File: config.mk
export PLATFORM = sky130hd
export DESIGN_NAME = ma_kernel_sequencer
export DESIGN_NICKNAME = d
export VERILOG_FILES = /design/src/rtl/ma_kernel_sequencer.sv
export SDC_FILE = /design/constraint.sdc
export NUM_CORES = 1
export LEC_CHECK = 0
export CORE_MARGIN = 4
export CORE_UTILIZATION = 30
export DETAILED_ROUTE_END_ITERATION = 10
export PLACE_DENSITY = 0.64
export RECOVER_POWER = 50
export REMOVE_ABC_BUFFERS = 1
export SLEW_MARGIN = 5
export SYNTH_ARGS = -nofsm -noshare
export SYNTH_HDL_FRONTEND = slang
export SYNTH_HIERARCHICAL = 1
export SYNTH_SLANG_ARGS = --single-unit
File: constraint.sdc
create_clock -name clock -period 6.3 [get_ports clock]
set_input_delay 1.26 -clock clock [delete_from_list [all_inputs] [get_ports clock]]
set_output_delay 1.26 -clock clock [all_outputs]
set_load 0.05 [all_outputs]
File: src/rtl/ma_kernel_sequencer.sv
// ma_kernel_sequencer
// Feeds one external mult_adder. The block accepts one window of MA_TREE_SIZE
// signed bytes and replays it against each of NUM_KERNELS stored kernels on
// consecutive cycles. A tag pipe follows each issue through the mult_adder
// latency so that returning dot products land in an output FIFO together with
// their kernel index and a last-kernel flag. Issue is gated by a credit that
// counts both FIFO occupancy and products still in flight, so the FIFO cannot
// overflow.
//
// Ports:
//   clock        rising-edge clock
//   reset        asynchronous active-low reset
//   in_valid     window offered by the producer
//   in_ready     sequencer idle and able to take a window
//   in_window    window, element i at [8i+7:8i]
//   kernel_bank  static kernels, kernel k at slice k
//   ma_in        window presented to the mult_adder
//   ma_kernel    kernel presented to the mult_adder
//   ma_out       dot product returning from the mult_adder
//   out_valid    FIFO head valid
//   out_ready    consumer takes the head
//   out_data     signed dot product at the FIFO head
//   out_kidx     kernel index of out_data
//   out_last     out_data belongs to kernel NUM_KERNELS-1
//   busy         any work pending (running, in flight or buffered)

// Overflow watchdog for the output FIFO, bound into the sequencer.
module ma_kernel_sequencer_chk (
    input logic clock,
    input logic reset,
    input logic fifo_push,
    input logic fifo_full
);
    // Credit accounting must keep every product write within FIFO capacity.
    a_no_overflow: assert property (@(posedge clock) disable iff (!reset) !(fifo_push && fifo_full));
endmodule

module ma_kernel_sequencer #(
    parameter int MA_TREE_SIZE = 8,
    parameter int NUM_KERNELS  = 4,
    parameter int MA_LATENCY   = 4,
    parameter int FIFO_DEPTH   = 8,
    parameter int KW           = $clog2(NUM_KERNELS)
) (
    input  logic                               clock,
    input  logic                               reset,
    input  logic                               in_valid,
    output logic                               in_ready,
    input  logic [8*MA_TREE_SIZE-1:0]          in_window,
    input  logic [NUM_KERNELS*8*MA_TREE_SIZE-1:0] kernel_bank,
    output logic [8*MA_TREE_SIZE-1:0]          ma_in,
    output logic [8*MA_TREE_SIZE-1:0]          ma_kernel,
    input  logic [31:0]                        ma_out,
    output logic                               out_valid,
    input  logic                               out_ready,
    output logic [31:0]                        out_data,
    output logic [KW-1:0]                      out_kidx,
    output logic                               out_last,
    output logic                               busy
);
    localparam int VW = 8 * MA_TREE_SIZE;
    localparam int AW = $clog2(FIFO_DEPTH);
    localparam int CW = AW + 1;
    localparam int SW = CW + 1;
    localparam logic [KW-1:0] K_LAST = KW'(NUM_KERNELS - 1);

    typedef enum logic [0:0] {
        ST_IDLE = 1'b0,
        ST_RUN  = 1'b1
    } state_t;

    state_t          state_r;
    state_t          state_next_s;
    logic [KW-1:0]   k_r;
    logic [KW-1:0]   k_next_s;
    logic [VW-1:0]   window_r;
    logic            in_ready_r;
    logic [VW-1:0]   ma_in_r;
    logic [VW-1:0]   ma_kernel_r;
    logic            accept_s;
    logic            issue_s;
    logic            credit_ok_s;
    logic [CW-1:0]   inflight_s;

    // Tag pipe: index 0 is aligned with ma_in, index MA_LATENCY with ma_out.
    logic [MA_LATENCY:0] tag_valid_r;
    logic [MA_LATENCY:0] tag_last_r;
    logic [KW-1:0]       tag_kidx_r [0:MA_LATENCY];

    logic [31:0]     fifo_data_r [0:FIFO_DEPTH-1];
    logic [KW-1:0]   fifo_kidx_r [0:FIFO_DEPTH-1];
    logic            fifo_last_r [0:FIFO_DEPTH-1];
    logic [AW-1:0]   wr_ptr_r;
    logic [AW-1:0]   rd_ptr_r;
    logic [CW-1:0]   count_r;
    logic            push_s;
    logic            pop_s;
    logic            fifo_full_s;

    assign push_s      = tag_valid_r[MA_LATENCY];
    assign out_valid   = (count_r != {CW{1'b0}});
    assign pop_s       = out_valid && out_ready;
    assign fifo_full_s = (count_r == CW'(FIFO_DEPTH));

    assign in_ready  = in_ready_r;
    assign ma_in     = ma_in_r;
    assign ma_kernel = ma_kernel_r;
    assign out_data  = out_valid ? fifo_data_r[rd_ptr_r] : 32'd0;
    assign out_kidx  = out_valid ? fifo_kidx_r[rd_ptr_r] : {KW{1'b0}};
    assign out_last  = out_valid ? fifo_last_r[rd_ptr_r] : 1'b0;
    assign busy      = (state_r != ST_IDLE) || (tag_valid_r != '0) || out_valid;

    // Credit: buffered plus in-flight results must stay below FIFO capacity.
    always_comb begin
        inflight_s = {CW{1'b0}};
        for (int i = 0; i <= MA_LATENCY; i++) begin
            inflight_s = inflight_s + CW'(tag_valid_r[i]);
        end
        credit_ok_s = (({1'b0, count_r} + {1'b0, inflight_s}) < SW'(FIFO_DEPTH));
    end

    // Next-state logic: accept in IDLE, one kernel per credited cycle in RUN.
    always_comb begin
        state_next_s = state_r;
        k_next_s     = k_r;
        accept_s     = 1'b0;
        issue_s      = 1'b0;
        case (state_r)
            ST_IDLE: begin
                if (in_valid && in_ready_r) begin
                    accept_s     = 1'b1;
                    state_next_s = ST_RUN;
                    k_next_s     = {KW{1'b0}};
                end else begin
                    state_next_s = ST_IDLE;
                end
            end
            ST_RUN: begin
                if (credit_ok_s) begin
                    issue_s = 1'b1;
                    if (k_r == K_LAST) begin
                        state_next_s = ST_IDLE;
                        k_next_s     = {KW{1'b0}};
                    end else begin
                        k_next_s = k_r + KW'(1);
                    end
                end else begin
                    state_next_s = ST_RUN;
                end
            end
            default: begin
                state_next_s = ST_IDLE;
                k_next_s     = {KW{1'b0}};
            end
        endcase
    end

    // Control state, kernel counter, captured window and registered in_ready.
    always_ff @(posedge clock or negedge reset) begin
        if (!reset) begin
            state_r    <= ST_IDLE;
            k_r        <= {KW{1'b0}};
            window_r   <= {VW{1'b0}};
            in_ready_r <= 1'b0;
        end else begin
            state_r    <= state_next_s;
            k_r        <= k_next_s;
            in_ready_r <= (state_next_s == ST_IDLE);
            if (accept_s) begin
                window_r <= in_window;
            end
        end
    end

    // Operand registers; they hold between issues and the stale product is untagged.
    always_ff @(posedge clock or negedge reset) begin
        if (!reset) begin
            ma_in_r     <= {VW{1'b0}};
            ma_kernel_r <= {VW{1'b0}};
        end else if (issue_s) begin
            ma_in_r     <= window_r;
            ma_kernel_r <= kernel_bank[k_r*VW +: VW];
        end
    end

    // Tag pipe shifts every cycle so a tag exits together with its product.
    always_ff @(posedge clock or negedge reset) begin
        if (!reset) begin
            tag_valid_r <= '0;
            tag_last_r  <= '0;
            for (int i = 0; i <= MA_LATENCY; i++) begin
                tag_kidx_r[i] <= {KW{1'b0}};
            end
        end else begin
            tag_valid_r   <= {tag_valid_r[MA_LATENCY-1:0], issue_s};
            tag_last_r    <= {tag_last_r[MA_LATENCY-1:0], (k_r == K_LAST)};
            tag_kidx_r[0] <= k_r;
            for (int i = 1; i <= MA_LATENCY; i++) begin
                tag_kidx_r[i] <= tag_kidx_r[i-1];
            end
        end
    end

    // Output FIFO: storage, wrapping pointers and occupancy count.
    always_ff @(posedge clock or negedge reset) begin
        if (!reset) begin
            wr_ptr_r <= {AW{1'b0}};
            rd_ptr_r <= {AW{1'b0}};
            count_r  <= {CW{1'b0}};
            for (int i = 0; i < FIFO_DEPTH; i++) begin
                fifo_data_r[i] <= 32'd0;
                fifo_kidx_r[i] <= {KW{1'b0}};
                fifo_last_r[i] <= 1'b0;
            end
        end else begin
            if (push_s) begin
                fifo_data_r[wr_ptr_r] <= ma_out;
                fifo_kidx_r[wr_ptr_r] <= tag_kidx_r[MA_LATENCY];
                fifo_last_r[wr_ptr_r] <= tag_last_r[MA_LATENCY];
                wr_ptr_r              <= wr_ptr_r + AW'(1);
            end
            if (pop_s) begin
                rd_ptr_r <= rd_ptr_r + AW'(1);
            end
            case ({push_s, pop_s})
                2'b10:   count_r <= count_r + CW'(1);
                2'b01:   count_r <= count_r - CW'(1);
                default: count_r <= count_r;
            endcase
        end
    end

    ma_kernel_sequencer_chk u_chk (
        .clock     (clock),
        .reset     (reset),
        .fifo_push (push_s),
        .fifo_full (fifo_full_s)
    );
endmodule

==> impl_metrics.json <==
{
  "clock.fmax_mhz": 216,
  "hold_class": "register to register",
  "num_rows": 100,
  "cp_max_fo": 50,
  "finalHoldViolations": 0,
  "antenna_found_initial": 14,
  "drive_gt1_share_pct": 38.1,
  "required_ps": 5040,
  "rr_startpoint": "tag_valid_r[4]$_DFF_PN0_",
  "r2r-end": "fifo_data_r[206]$_DFFE_PN0P_",
  "syn_avg_cell_area_sq_um": 17.2,
  "synth_edf_count": 0,
  "met2_usage_pct": 31.6,
  "cts_setup_buffers": 0,
  "hold_buffers": 0,
  "critPathLaunch": "rd_ptr_r[0]$_DFFE_PN0N_",
  "ios": 522,
  "final.setup_skew_ps": 17.3,
  "ant_nets": 0,
  "fin_nets": 2193,
  "die_y_um": 282,
  "power.density_mw_per_mm2": 624,
  "grt_pass1_vias": 15600,
  "failed_checks": "max-capacitance violations, max-slew violations",
  "yosysSeqAreaShare_pct": 56.2,
  "ir_drop_mv": 0.370,
  "clock_path_buffers": 3,
  "outcome": "finished with violations",
  "hp-start": "tag_kidx_r[4]$_DFF_PN0_",
  "ys_warn_count": 6,
  "postCtsResizedCells": 0,
  "root_buffer": "clkbuf_16",
  "cp.arrival_ps": 3370,
  "clock_latency_ps": 620,
  "grt_util_all_layers_pct": 16.8,
  "final-instance-count-excl-fill": 2847,
  "grt_use_met3_pct": 4.30,
  "cts_sinks": 506,
  "cp-start-kind": "register",
  "route.detailed.drc": 0,
  "cts_tree": "yes",
  "grt_max_degree": 159,
  "grt_busiest_layer": "met2",
  "dr.first_iter.drc_count": 638,
  "fin_hold_ws_ps": 343,
  "p_leak_nw": 12.4,
  "initial_core_util_pct": 30.3,
  "maxCapViolCount": 6,
  "tightest_slew_ps": 3080,
  "syn_area_sq_mm": 0.0225,
  "fp.coreArea_sq_mm": 0.0744,
  "synth_ff_type": "dfrtp_1",
  "wire_per_inst_um": 23.7,
  "worst-setup-path-type": "register to output port",
  "async_flop_share_pct": 100,
  "setup_viol": 0,
  "synth_cell_type_count": 39,
  "syn_inst": 1314,
  "clk_pin_slew_worst_paths_ps": 60,
  "maxSlewViolCount": 316,
  "dp_hpwl_mm": 48.0,
  "firstDrtPassIters": 4,
  "place_congestion": 0.814,
  "die_w_um": 282,
  "areaGrowthSynthToFinish_pct": 35.2,
  "cts_max_level": 2,
  "use_met1_pct": 18.6,
  "rsz0062_at_grt": "no",
  "cts_buffers": 56,
  "post-route-period-util_pct": 73.5,
  "totalWireLength_mm": 67.5,
  "vias": 13800,
  "viasPerCell": 4.84,
  "grt_pass1_wl_mm": 100,
  "reg2reg_depth": 4,
  "utilization_pct": 40.9,
  "ys_ff_latch": 506,
  "maxSlewHeadroom_pct": -105,
  "hold_depth": 0,
  "io_buffers": 521,
  "r2r_slack_ps": 2240,
  "final.setup.tns_ps": 0,
  "cp-end-kind": "output port",
  "min_to": "tag_kidx_r[2]$_DFF_PN0_",
  "die-area_sq_mm": 0.0796,
  "total_power_mw": 19.0,
  "fin_crit_ps": 4630,
  "overflow": 0,
  "post-place-cells": 2735
}
final cells by class:
cell class                 count  area, sq um
timing repair buffer         538         5360
clock buffer                  82         1620
sequential                   506        12700
tap                          969         1210
clock inverter                20          231
multi-input combinational    709         9310
fill                        6711        44000
antenna                       10         25.0
inverter                      13         53.8
cells by family after synthesis:
| logic type | share of synthesized area (%) |
|---|---|
| DFF | 56.2 |
| buffers and inverters | 2.50 |
| muxes | 37.3 |
| adders and majority gates | 0.822 |
| AOI/OAI and AO/OA | 1.63 |
| xor gates and xnor gates | 0.233 |
| and+or+nand+nor | 1.37 |
report_power, final:
group / total, mW / switching [mW] / internal, mW
registers: 6.12 / 1.19 / 4.93
clock network: 3.25 / 1.34 / 1.91
logic: 9.65 / 5.00 / 4.65
cell usage in the layout, fill, tap and decap left out, drive strengths merged, types with 2 or more instances in the layout:
cell	Yosys	routed
bufinv	0	3
xor2	2	2
dlygate4sd3	0	2
clkinvlp	0	5
a21oi	4	4
nand2	8	8
nand3	4	4
nor2	3	3
a22o	35	35
ha	10	10
dfrtp	506	506
xnor2	4	4
mux4	134	134
mux2i	3	3
buf	71	11
mux2	475	475
clkbuf	15	89
nor3b	5	5
clkinv	0	11
fa	3	3
nor3	2	2
clkdlybuf4s50	0	518
nand4b	4	4
nand4	2	2
diode	0	10
inv	13	14
through the flow:
step	cell area, sq um	worst slack, ps
3_5_place_dp	28700	2240
4_1_cts	30500	1570
6_report	30500	1670
3_3_place_gp	28700	2240
2_1_floorplan	22000	1140
5_1_grt	30500	915
synth_stat cells, types with 2 or more instances:
library cell    n  area [sq um]
a21oi_1         4          20.0
a22o_1         35           307
buf_1           3          11.3
buf_2          46           230
buf_4           8          60.1
buf_6          14           158
clkbuf_1       15          56.3
dfrtp_1       506         12700
fa_1            3          60.1
ha_1           10           125
inv_1          11          41.3
inv_2           2          7.51
mux2_1         12           135
mux2_2        463          5210
mux2i_1         3          30.0
mux4_2        134          3020
nand2_1         8          30.0
nand3_1         4          20.0
nand4b_2        3          45.0
nor2_1          3          11.3
nor3_4          2          32.5
nor3b_1         3          22.5
nor3b_4         2          37.5
xnor2_1         4          35.0
xor2_1          2          17.5
how the worst max path moves through the flow:
stage | end | slack [ps] | cells after the start
4_1_cts | out_data[4] | 1570 | 4
6_report | out_data[10] | 1670 | 4
3_5_place_dp | out_data[4] | 2240 | 4
3_3_place_gp | out_data[10] | 2240 | 4
5_1_grt | ma_in[60]$_DFFE_PN0P_ | 910 | 2
2_1_floorplan | out_data[0] | 1140 | 2
layer usage:
metal / part of all wire [%] / vias up
met5: 0.071 / -
li1: - / 6026
met2: 55 / 416
met3: 6.2 / 91
met4: 3.0 / 8
met1: 36 / 7227
flip-flops by register name, summed over array words and instances (netlist names), 2 cells and up:
| name | count |
|---|---|
| ma_in | 64 |
| fifo_kidx_r | 16 |
| tag_valid_r | 5 |
| window_r | 64 |
| count_r | 4 |
| rd_ptr_r | 3 |
| k_r | 2 |
| ma_kernel | 64 |
| tag_last_r | 5 |
| fifo_data_r | 256 |
| fifo_last_r | 8 |
| tag_kidx_r | 10 |
| wr_ptr_r | 3 |
critical path, stage by stage (launching register included):
cell             delay, ps
dfrtp_4                740
buf_12                 410
mux4_2                 550
a22o_1                 290
clkdlybuf4s50_1        720
(Power assumes the default switching activity.)
